===== src/rtl/axi_spram_pkg.sv =====
// rtl/axi_spram_pkg.sv - shared types and constants for the AXI-Lite to SPRAM bridge
package axi_spram_pkg;

  typedef enum logic [2:0] {
    ST_IDLE,
    ST_WR_ISSUE,
    ST_WR_WAIT,
    ST_WR_RESP,
    ST_RD_ISSUE,
    ST_RD_WAIT,
    ST_RD_RESP
  } bridge_state_t;

  typedef logic [1:0] axi_resp_t;

  localparam axi_resp_t RESP_OKAY = 2'b00;

endpackage


===== src/rtl/spram_lat_timer.sv =====
// rtl/spram_lat_timer.sv - load/decrement latency counter with a done flag
module spram_lat_timer #(
  parameter int W = 2
) (
  input  logic         clk,
  input  logic         rst,
  input  logic         load,
  input  logic [W-1:0] load_val,
  output logic         done
);

  logic [W-1:0] cnt;

  // Load on issue, then count down and park at zero
  always_ff @(posedge clk) begin
    if (rst) begin
      cnt <= '0;
    end else if (load) begin
      cnt <= load_val;
    end else if (cnt != '0) begin
      cnt <= cnt - W'(1);
    end
  end

  assign done = (cnt == '0);

endmodule


===== src/rtl/axi_lite_spram_bridge.sv =====
// rtl/axi_lite_spram_bridge.sv - AXI4-Lite slave that issues single-cycle SPRAM accesses
module axi_lite_spram_bridge
  import axi_spram_pkg::*;
#(
  parameter int ADDR_W        = 5,
  parameter int DATA_W        = 8,
  parameter int READ_LATENCY  = 2,
  parameter int WRITE_LATENCY = 2
) (
  input  logic              clk,
  input  logic              rst,
  input  logic              s_awvalid,
  output logic              s_awready,
  input  logic [ADDR_W-1:0] s_awaddr,
  input  logic              s_wvalid,
  output logic              s_wready,
  input  logic [DATA_W-1:0] s_wdata,
  input  logic              s_wstrb,
  output logic              s_bvalid,
  input  logic              s_bready,
  output logic [1:0]        s_bresp,
  input  logic              s_arvalid,
  output logic              s_arready,
  input  logic [ADDR_W-1:0] s_araddr,
  output logic              s_rvalid,
  input  logic              s_rready,
  output logic [DATA_W-1:0] s_rdata,
  output logic [1:0]        s_rresp,
  output logic              mem_en,
  output logic              mem_we,
  output logic [ADDR_W-1:0] mem_addr,
  output logic [DATA_W-1:0] mem_din,
  input  logic [DATA_W-1:0] mem_dout
);

  localparam int MAX_LAT = (READ_LATENCY > WRITE_LATENCY) ? READ_LATENCY : WRITE_LATENCY;
  localparam int CNT_W   = $clog2(MAX_LAT) + 1;

  bridge_state_t state;
  bridge_state_t state_next;

  logic             wr_cand;
  logic             rd_cand;
  logic             grant_wr;
  logic             grant_rd;
  logic             rr_write_next;
  logic             wstrb_q;
  logic             lat_load;
  logic             lat_done;
  logic [CNT_W-1:0] lat_val;

  // A write is only a candidate once address and data are both offered
  assign wr_cand = s_awvalid && s_wvalid;
  assign rd_cand = s_arvalid;

  assign lat_load = (state == ST_WR_ISSUE) || (state == ST_RD_ISSUE);
  assign lat_val  = (state == ST_WR_ISSUE) ? CNT_W'(WRITE_LATENCY - 1)
                                           : CNT_W'(READ_LATENCY - 1);

  spram_lat_timer #(
    .W(CNT_W)
  ) u_lat_timer (
    .clk      (clk),
    .rst      (rst),
    .load     (lat_load),
    .load_val (lat_val),
    .done     (lat_done)
  );

  // State register
  always_ff @(posedge clk) begin
    if (rst) begin
      state <= ST_IDLE;
    end else begin
      state <= state_next;
    end
  end

  // Next-state and grant decision; reset suppresses any grant in the same cycle
  always_comb begin
    state_next = state;
    grant_wr   = 1'b0;
    grant_rd   = 1'b0;
    case (state)
      ST_IDLE: begin
        if (!rst) begin
          if (wr_cand && (!rd_cand || rr_write_next)) begin
            grant_wr   = 1'b1;
            state_next = ST_WR_ISSUE;
          end else if (rd_cand) begin
            grant_rd   = 1'b1;
            state_next = ST_RD_ISSUE;
          end
        end
      end
      ST_WR_ISSUE: state_next = ST_WR_WAIT;
      ST_WR_WAIT:  if (lat_done) state_next = ST_WR_RESP;
      ST_WR_RESP:  if (s_bready) state_next = ST_IDLE;
      ST_RD_ISSUE: state_next = ST_RD_WAIT;
      ST_RD_WAIT:  if (lat_done) state_next = ST_RD_RESP;
      ST_RD_RESP:  if (s_rready) state_next = ST_IDLE;
      default:     state_next = ST_IDLE;
    endcase
  end

  // Handshake and RAM strobes derived from state
  always_comb begin
    s_awready = grant_wr;
    s_wready  = grant_wr;
    s_arready = grant_rd;
    s_bvalid  = (state == ST_WR_RESP);
    s_rvalid  = (state == ST_RD_RESP);
    mem_en    = 1'b0;
    mem_we    = 1'b0;
    case (state)
      ST_WR_ISSUE: begin
        mem_en = wstrb_q;
        mem_we = wstrb_q;
      end
      ST_RD_ISSUE: mem_en = 1'b1;
      default: ;
    endcase
  end

  assign s_bresp = RESP_OKAY;
  assign s_rresp = RESP_OKAY;

  // Latch the granted request, flip arbitration on contention, capture read data
  always_ff @(posedge clk) begin
    if (rst) begin
      rr_write_next <= 1'b1;
      wstrb_q       <= 1'b0;
      mem_addr      <= '0;
      mem_din       <= '0;
      s_rdata       <= '0;
    end else begin
      if (grant_wr) begin
        mem_addr <= s_awaddr;
        mem_din  <= s_wdata;
        wstrb_q  <= s_wstrb;
      end
      if (grant_rd) begin
        mem_addr <= s_araddr;
      end
      if ((grant_wr || grant_rd) && wr_cand && rd_cand) begin
        rr_write_next <= !rr_write_next;
      end
      if (state == ST_RD_WAIT && lat_done) begin
        s_rdata <= mem_dout;
      end
    end
  end

endmodule


===== config.mk =====
export PLATFORM = sky130hd
export DESIGN_NAME = axi_lite_spram_bridge
export DESIGN_NICKNAME = d
export VERILOG_FILES = /design/src/rtl/axi_spram_pkg.sv /design/src/rtl/spram_lat_timer.sv /design/src/rtl/axi_lite_spram_bridge.sv
export SDC_FILE = /design/constraint.sdc
export NUM_CORES = 1
export LEC_CHECK = 0
export BUFFER_PORTS_ARGS = -buffer_cell sky130_fd_sc_hd__buf_2
export CAP_MARGIN = 20
export CORE_MARGIN = 3
export CORE_UTILIZATION = 30
export CTS_BUF_LIST = sky130_fd_sc_hd__clkbuf_8
export DETAILED_ROUTE_END_ITERATION = 10
export PLACE_DENSITY = 0.56
export SYNTH_ARGS = -nofsm -noshare
export SYNTH_HDL_FRONTEND = slang
export SYNTH_SLANG_ARGS = --single-unit

===== constraint.sdc =====
create_clock -name clk -period 2.2 [get_ports clk]
set_input_delay 0.66 -clock clk [delete_from_list [all_inputs] [get_ports clk]]
set_output_delay 0.66 -clock clk [all_outputs]
set_load 0.05 [all_outputs]

### Word-level counts from Yosys, hierarchy flattened

Cells that the tools add are included.

| word-level totals | value |
|---|---|
| word-level logic and storage cells | 57 |
| bits of input ports | 34 |
| bits in registers | 28 |
| output and inout port bits | 32 |

| cells by class | value |
|---|---|
| equality and inequality tests | 11 |
| reduce and logical (&&, ||, !) cells | 17 |
| add/sub/neg operators | 1 |
| multiplexer cells | 20 |

Operator list:

| kind | count |
|---|---|
| case mux 3 bit (7 select lines) | 1 |
| 2-to-1 mux 3 bit | 6 |
| 2-to-1 mux 1 bit | 10 |
| 2-to-1 mux 5 bit | 2 |
| == test 3 bit, second input constant | 3 |
| == test 3 x 2 -> 1 bit, second input constant | 2 |
| nonzero test 2 bit | 3 |
| logical AND 1 bit | 5 |
| AND reduction 5 bit | 1 |
| inequality test 2 x 1 -> 1 bit, second input constant | 2 |
| inequality test 2 bit, second input constant | 2 |
| == test 3 x 1 -> 1 bit, second input constant | 1 |
| logical NOT 3 bit | 1 |
| logical OR 1 bit | 3 |
| inequality test 3 bit, second input constant | 1 |
| logical NOT 1 bit | 2 |
| logical NOT 2 bit | 1 |
| case mux 1 bit (2 select lines) | 1 |
| OR reduction 2 bit | 1 |
| subtractor 2 x 1 -> 2 bit, second input constant | 1 |

### Logic depth before layout (Yosys ltp)

Gate-level depths: netlist of the first run.

| depth | value |
|---|---|
| depth after elaboration | 9 |
| depth in mapped cells | 7 |
| depth with buffers taken out | 6 |

### Cells and area by module

A second synthesis of the first run with hierarchy kept.

| second synthesis, totals | value |
|---|---|
| cells, all modules | 173 |
| area total of the unflattened synthesis | 1,398.8 um2 |

By module, submodules not included:

| module | cells each | area each (um2) | instances | sequential area each (um2) |
|---|---|---|---|---|
| axi_lite_spram_bridge | 161 | 1,277.5 | 1 | 520.5 |
| spram_lat_timer | 12 | 121.4 | 1 | 40.0 |

### Worst setup path after synthesis of the first run

No wires, ideal clock.

| timing | value |
|---|---|
| kind | input port to output port |
| start point | input s_awvalid |
| end point | output s_wready |
| buffers on the path | 2 |
| stages on the path | 5 |
| data required time | 1.540 ns |
| arrival time | 2.245 ns |
| slack | -0.705 ns |
| cell sequence | and2_1 -> nand3_1 -> clkbuf_1 -> nor2_1 -> buf_4 |

| on the way | value |
|---|---|
| cells in the longest elaborated chain, start to end | 5 |

Ends and longest elaborated chain:

| item | line | source |
|---|---|---|
| from (decl) | axi_lite_spram_bridge.sv:12 | `input logic s_awvalid,` |
| logical AND 1 bit | axi_lite_spram_bridge.sv:53 | `assign wr_cand = s_awvalid && s_wvalid;` |
| logical AND 1 bit | axi_lite_spram_bridge.sv:87 | `if (wr_cand && (!rd_cand \|\| rr_write_next)) begin` |
| 2-to-1 mux 1 bit | axi_lite_spram_bridge.sv:87 |  |
| 2-to-1 mux 1 bit | axi_lite_spram_bridge.sv:86 | `if (!rst) begin` |
| 2-to-1 mux 1 bit | axi_lite_spram_bridge.sv:84 | `case (state)` |
| to (decl) | axi_lite_spram_bridge.sv:16 | `output logic s_wready,` |

No other way between the ends.

### Final worst setup path of the first run

| timing | value |
|---|---|
| start point | register state[0] |
| end point | output s_arready |

| on the way | value |
|---|---|
| cells in the longest elaborated chain, start to end | 2 |

Ends and longest elaborated chain:

| item | line | source |
|---|---|---|
| from (decl) | axi_lite_spram_bridge.sv:39 | `bridge_state_t state;` |
| from (signal assigned) | axi_lite_spram_bridge.sv:75 | `state <= state_next;` |
| logical NOT 3 bit | axi_lite_spram_bridge.sv:84 |  |
| 2-to-1 mux 1 bit | axi_lite_spram_bridge.sv:84 |  |
| to (decl) | axi_lite_spram_bridge.sv:23 | `output logic s_arready,` |

No other way between the ends.

==> summary.txt, run 1 <==
Critical path
  • Critical Path RT: 1.54 ns
  • R2r endpoint: wstrb_q
  • Critical Path Sink: s_arready
  • Worst setup path startpoint: state[0]
  • CP top delay family: flip-flops
  • Setup crit start kind: flop
  • Critical path class: reg2out
  • Crit-path max cell delay: 0.39 ns
  • Worst reg2reg path startpoint: state[0]
  • CP bufs+invs: 2
  • Top fanout value on the critical path: 10
  • R2r worst-path depth: 5
  • Critical path depth: 4
  • Crit. End Element: output port
  • Worst R2R Setup Slack: 0.60 ns
  • Worst path cell trace: nor3_4 -> o2111ai_1 -> inv_1 -> clkbuf_4
  • Crit path DAT: 1.44 ns
  • Critical path's slowest cell: dfxtp_2

Clock network
  • CTS Buffer Depth: 2
  • Post-CTS Hold Buffers: 0
  • Clock transition at path regs: 0.09 ns
  • Clk_lat worst skew: 0.27 ns
  • Htree depth: 1
  • Sink Count: 28
  • Num CTS Buffers: 3
  • CTS Root Cell: clkbuf_8
  • Post-CTS Setup Repair Bufs: 0
  • CTS tree: built

Placed design
  • IO buf count: 61
  • Placed inst area: 1690 um^2
  • HPWL after DPL: 2350 um
  • Final RePlAce weighted congestion: 0.695
  • Post-Place Setup Slack: 0.0837 ns

Cells and area
  • Design area: 1740 um^2
  • Layout cells sized above 1: 36.8%
  • Final core occ: 41.8%
  • Fill count: 435
  • Area Overhead vs Synth: 29.1%
  • Diode count: 0
  • Nets: 265

GRT
  • Vias in the first global route: 1166
  • Remaining Overflow, GRT: 0
  • Largest net degree at the start of global routing: 28
  • Gr usage total: 11.9%
  • Initial antenna violation count: 0
  • First-pass GRT wire length: 5100 um

Synth
  • Syn. warnings: 0
  • Asr flop ratio synth: 0%
  • Area leader, netlist: dfxtp_1
  • Mean post-synth cell area: 7.95 um^2
  • Share of the synthesized area in the top cell type: 41.5%
  • Post-synthesis instance total: 170
  • Cell area after synthesis: 1350 um^2
  • Synth cell types: 36
  • Top post-synthesis cells by area: dfxtp_1 (41%), nand2_1 (13%), a21oi_1 (8.1%)
  • EDFF count, synth: 0
  • Ys flop type: dfxtp_1
  • Yosys reg bits: 28
  • Register area share after synthesis: 41.5%

Power
  • PwrDens: 1130 nW/um^2
  • Peak supply drop: 0.000450 V
  • Leakage: 0.796 nW

Floorplanning
  • Die W: 73.1 um
  • Die Y: 73.1 um
  • Starting Density: 32.4%
  • Site row count: 23
  • Die area: 5350 um^2
  • Io pins: 66
  • Placeable Area: 4170 um^2

Timing
  • Clk_skew: 0.00448 ns
  • Post-route setup slack: 0.0970 ns
  • Post-route minimum period: 2.10 ns
  • RSZ-0062 raised after global routing: yes
  • Max-slew violation count: 0
  • Final period utilization: 95.6%
  • Worst hold slack: 0.452 ns
  • Setup TNS: 0 ns
  • Final Hold Viols: 0
  • Fmax: 476 MHz
  • Final setup vio count: 0

Drt
  • Drt drc: 0
  • TritonRoute pass-1 iters: 2
  • Initial DRC count: 56
  • Vias per inst: 4.58
  • WL final: 3150 um
  • Vias: 1274
  • Wirelength per Cell: 11.3 um
  • Routed Antenna Nets: 0

Status
  • Outcome: finished, final reports clean

Hold path
  • HP Class: reg2reg

Flow run
  • Max-cap viol count: 0
cells in the mapped netlist (all sizes together), types with 2 or more instances:
master  count
dfxtp      28
inv         8
clkbuf      5
nand2      48
nor3        3
a211oi      3
nor2        9
buf        12
nand3       4
and3        3
nor3b       2
a311oi      5
a21oi      22
xnor2       2
where the power goes:
| part | switching, mW | internal, mW | leakage, nW |
|---|---|---|---|
| Clock | 0.148 | 0.123 | 0.0216 |
| Combinational | 0.656 | 0.333 | 0.546 |
| Sequential | 0.0928 | 0.613 | 0.229 |
| Total | 0.897 | 1.07 | 0.796 |
cell families after synthesis:
| family | count (synthesis) | share of synthesized area (%) |
|---|---|---|
| flip-flops | 28 | 41.5 |
| other | 1 | 0.278 |
| XOR/XNOR | 3 | 1.94 |
| AND/OR/NAND/NOR | 74 | 25.4 |
| buffers and inverters | 25 | 11.1 |
| adder cells (fa/ha/maj) | 1 | 0.926 |
| AO/OA/AOI/OAI | 38 | 18.9 |
flip-flops by register name (all words and copies together), names as in the netlist:
register,flops
mem_din,8
s_rdata,8
mem_addr,5
state,3
u_lat_timer.cnt,2
rr_write_next,1
wstrb_q,1
placed cells by master (no fill, tap or decap), types with 2 or more instances in the layout:
| master | instances |
|---|---|
| buf_2 | 57 |
| nand2_1 | 47 |
| nor3b_1 | 2 |
| dfxtp_1 | 26 |
| nor2_1 | 8 |
| conb_1 | 4 |
| xnor2_1 | 2 |
| buf_4 | 8 |
| nand3_1 | 3 |
| and3_1 | 3 |
| dfxtp_2 | 2 |
| clkbuf_4 | 4 |
| clkbuf_8 | 3 |
| a21oi_1 | 22 |
| inv_1 | 8 |
| a311oi_1 | 4 |
| a211oi_1 | 3 |
area by class of cell:
| class | count | area [um^2] | share of cell area, % |
|---|---|---|---|
| sequential | 28 | 563 | 32.3 |
| inverter | 8 | 30.0 | 1.72 |
| multi-input combinational | 120 | 672 | 38.5 |
| timing repair buffer | 69 | 375 | 21.5 |
| clock buffer | 3 | 41.3 | 2.37 |
| tap | 50 | 62.6 | 3.59 |
per-layer routing:
layer  wire length [um]  GRT usage, %  vias to the layer above
met3                253          3.58                        2
met2               1440          20.3                       42
met1               1440          14.7                      555
met4                  9          2.46                        0
met5                  0             0                        -
li1                   -             -                      675
tightest hold or removal path, cell delays in order, from the launching register on:
cell and delay (ns):
dfxtp_1 0.31, nand2_1 0.05, a21oi_1 0.05
worst min path at each step:
stage | startpoint | end | slack, ns | cells past startpoint
after global placement | mem_din[0] | mem_din[0] | 0.44 | 2
after global routing | mem_din[3] | mem_din[3] | 0.47 | 2
after detailed placement | s_rdata[4] | s_rdata[4] | 0.45 | 2
final | s_rdata[4] | s_rdata[4] | 0.45 | 2
after CTS | s_rdata[4] | s_rdata[4] | 0.46 | 2
after floorplan | wstrb_q | wstrb_q | 0.45 | 2
through the flow:
step / power, mW / std cells
floorplan: 1.53 / 173
global route: 2.11 / 278
detailed placement: 1.70 / 275
finish: 1.97 / 278
CTS: 1.99 / 278
global placement: 1.70 / 275
repair_timing:
item / in CTS / in global routing
pin swaps: 0 / 1
gates resized for setup: 1 / 6
endpoints found under the setup margin: 1 / 6
endpoints found under the hold margin: 0 / 0
Note: power is estimated with default switching activity, not from simulation.
==> inputs of run 2 (changes only) <==
- ABC_AREA: not set -> 1
- PLACE_DENSITY: 0.56 -> 0.51
==> run 2 against run 1 <==
  * Cell count increased by 15%
  * Clock-buffer cell count unchanged
  * Synthesized cell count increased by 22%
  * Largest cell class unchanged
  * Worst hold slack got worse by 0.0088 ns
  * Highest routed layer unchanged
  * Fmax decreased by 0.96%
  * Area after synthesis increased by 5.5%
  * Via count increased by 10%
  * Worst setup slack got worse by 0.020 ns
==> summary.txt, run 2 <==
Timing
  • Clk_skew: 0.00220 ns (-0.00228 ns)
  • Post-route minimum period: 2.12 ns (+0.0204 ns)
  • Fmax: 471 MHz (-0.96%)
  • RSZ-0062 raised after global routing: no
  • Final period utilization: 96.5% (+0.93 points)
  • Slew @ Worst Pin: 0.562 ns
  • Setup TNS: 0 ns (unchanged)
  • Slew headroom: 62.4%
  • Worst hold slack: 0.444 ns (-0.00876 ns)
  • Final setup vio count: 0 (unchanged)
  • Max-slew violation count: 0 (unchanged)
  • Final Hold Viols: 0 (unchanged)
  • Post-route setup slack: 0.0766 ns (-0.0204 ns)

Clock network
  • Num CTS Buffers: 3 (unchanged)
  • CTS Buffer Depth: 2 (unchanged)
  • Clk_lat worst skew: 0.28 ns (about the same)
  • Post-CTS Hold Buffers: 0 (unchanged)
  • Sink Count: 28 (unchanged)
  • CTS Root Cell: clkbuf_8
  • Clock transition at path regs: 0.10 ns (about the same)
  • CTS tree: built
  • Htree depth: 1 (unchanged)

Placed design
  • DP Cell Count: 316 (+15%)
  • Final RePlAce weighted congestion: 0.805 (+16%)
  • IO buf count: 61 (unchanged)
  • HPWL after DPL: 2570 um (+9.1%)
  • Placed inst area: 1750 um^2 (+3.6%)
  • Post-Place Setup Slack: 0.0287 ns (-0.0550 ns)

Power
  • Power after layout: 2.27 mW (+16%)
  • Sequential share of power: 32.4% (-3.5 points)
  • Comb pwr share: 49.3% (-1.1 points)
  • PwrDens: 1240 nW/um^2 (+10%)
  • Peak supply drop: 0.000500 V (+11%)
  • Internal Power: 1.19 mW (+11%)
  • NetSw: 1.08 mW (+21%)
  • Clock Power Share: 18.3% (+4.5 points)
  • Switching share of total power: 47.6% (+2.0 points)
  • Leakage: 0.985 nW (+24%)

Synth
  • Top post-synthesis cells by area: dfxtp_1 (39%), nor2_1 (11%), o21ai_0 (8.4%)
  • Register area share after synthesis: 39.3% (-2.1 points)
  • Asr flop ratio synth: 0% (unchanged)
  • Syn. warnings: 0 (unchanged)
  • EDFF count, synth: 0 (unchanged)
  • Synth cell types: 26 (-28%)
  • Commonest cells in the synthesized netlist: nor2_1 (41), dfxtp_1 (28), inv_1 (27), nand2_1 (27), o21ai_0 (24)
  • Mean post-synth cell area: 6.85 um^2 (-14%)
  • Yosys reg bits: 28 (unchanged)
  • Ys flop type: dfxtp_1
  • Cell area after synthesis: 1430 um^2 (+5.5%)
  • Most common cell in the netlist: nor2_1
  • Area leader, netlist: dfxtp_1
  • Post-synthesis instance total: 208 (+22%)
  • Share of the synthesized area in the top cell type: 39.3% (-2.1 points)

Cells and area
  • Final Instance Count excl. Fillers: 320 (+15%)
  • Most frequent cells in the layout: buf_2 (59), nor2_1 (41), nand2_1 (26), inv_1 (26), dfxtp_1 (26)
  • Area Overhead vs Synth: 28.2%
  • Largest regs: mem_din (8), s_rdata (8), mem_addr (5)
  • Reg area: 563 um^2 (unchanged)
  • Fill count: 503 (+16%)
  • Most common cell after layout, fill and taps aside: buf_2
  • Final core occ: 40.8% (-0.97 points)
  • Diode count: 0 (unchanged)
  • Nets: 304 (+15%)
  • Area of the multi-input gates: 662 um^2 (-1.5%)
  • Design area: 1830 um^2 (+4.7%)
  • Layout cells sized above 1: 34.7% (-2.1 points)

GRT
  • Vias in the first global route: 1222 (+4.8%)
  • First-pass GRT wire length: 5410 um (+6.1%)
  • Remaining Overflow, GRT: 0 (unchanged)
  • Largest net degree at the start of global routing: 28 (unchanged)
  • Gr usage total: 12.5% (+0.59 points)
  • Initial antenna violation count: 0 (unchanged)

Floorplanning
  • Site row count: 24 (+4.3%)
  • Starting Density: 31.9% (-0.53 points)
  • Placeable Area: 4470 um^2 (+7.2%)
  • Io pins: 66 (unchanged)
  • Die Y: 74.9 um (+2.5%)
  • Die area: 5610 um^2 (+5.0%)
  • Die W: 74.9 um (+2.5%)

Drt
  • Vias per inst: 4.39 (-4.3%)
  • Drt drc: 0 (unchanged)
  • WL final: 3380 um (+7.5%)
  • Vias: 1404 (+10%)
  • Routed Antenna Nets: 0 (unchanged)
  • Initial DRC count: 59 (+5.4%)
  • Wirelength per Cell: 10.6 um (-6.6%)
  • TritonRoute pass-1 iters: 4 (+2)

Critical path
  • Setup crit start kind: primary input
  • R2r worst-path depth: 5 (unchanged)
  • Crit. End Element: output port
  • Worst R2R Setup Slack: 0.61 ns (about the same)
  • R2r endpoint: s_rdata[2]
  • Critical path class: in2out
  • Top fanout value on the critical path: 5 (-5)
  • Worst reg2reg path startpoint: u_lat_timer.cnt[0]
  • Critical Path RT: 1.54 ns (about the same)
  • Crit path DAT: 1.46 ns (+0.02 ns)

Hold path
  • WHS Path Cells: 2 (unchanged)
  • HP Class: reg2reg
  • Hold path start: s_rdata[6]
  • Hold endpoint: s_rdata[6]

Status
  • Outcome: finished, final reports clean

Flow run
  • Max-cap viol count: 0 (unchanged)
[run 2: changes by cell type after synthesis, moves of 7 or more]
cell	change
nor2_1	+32
o21ai_0	+24
nand2_1	-20
inv_1	+19
a21oi_1	-12
nand2_2	+7
nor2_2	+7
[run 2: repair_timing]
action,CTS,global route
resized for setup,0,4
setup endpoints to repair,0,2
endpoints found under the hold margin,0,0
buffers inserted,0,0
[run 2: layout make-up]
class / count / area share [%]
multi-input combinational: 139 / 36.2
sequential: 28 / 30.8
timing repair buffer: 65 / 18.6
inverter: 32 / 6.85
tap: 52 / 3.56
clock buffer: 3 / 2.26
clock inverter: 1 / 1.64
[run 2: worst max-delay path, cell delays in order]
cell,delay [ns]
buf_2,0.07
nand2_1,0.04
inv_1,0.07
nand2_2,0.10
nor2_2,0.13
nand2_2,0.08
clkinvlp_4,0.07
clkbuf_4,0.22
[run 2: logic make-up (layout without fill, tap and decap cells)]
family | Yosys count | count (layout) | synth area share, %
buffers and inverters | 44 | 101 | 15.2
other | 1 | 4 | 0.263
AND/OR/NAND/NOR | 97 | 97 | 30.9
adder cells (fa/ha/maj) | 1 | 1 | 0.878
flip-flops | 28 | 28 | 39.3
AO/OA/AOI/OAI | 37 | 37 | 13.4
[run 2: power by group through the flow]
stage	Clock [mW]	Sequential (mW)	Combinational, mW
6_report	0.416	0.736	1.12
5_1_grt	0.457	0.758	1.24
4_1_cts	0.439	0.732	1.13
3_5_place_dp	0	0.743	1.13
3_3_place_gp	0	0.745	1.13
2_1_floorplan	0	0.933	0.741
[run 2: worst max-delay path by stage]
| stage | start | depth (start not counted) | slack, ns | to |
|---|---|---|---|---|
| finish | s_awvalid | 8 | 0.08 | s_wready |
| global route | s_awvalid | 8 | 0.01 | s_awready |
| CTS | s_awvalid | 8 | 0.03 | s_wready |
| detailed placement | s_awvalid | 8 | 0.03 | s_wready |
| global placement | s_awvalid | 8 | 0.04 | s_wready |
| floorplan | s_awvalid | 7 | 0.02 | s_wready |
[run 2: layer usage]
layer	vias to the layer above	track usage [%]	wire (um)
met5	-	0	0
met4	0	3.56	19
met3	2	4.41	289
met2	44	19.0	1550
met1	600	16.7	1520
li1	758	-	-
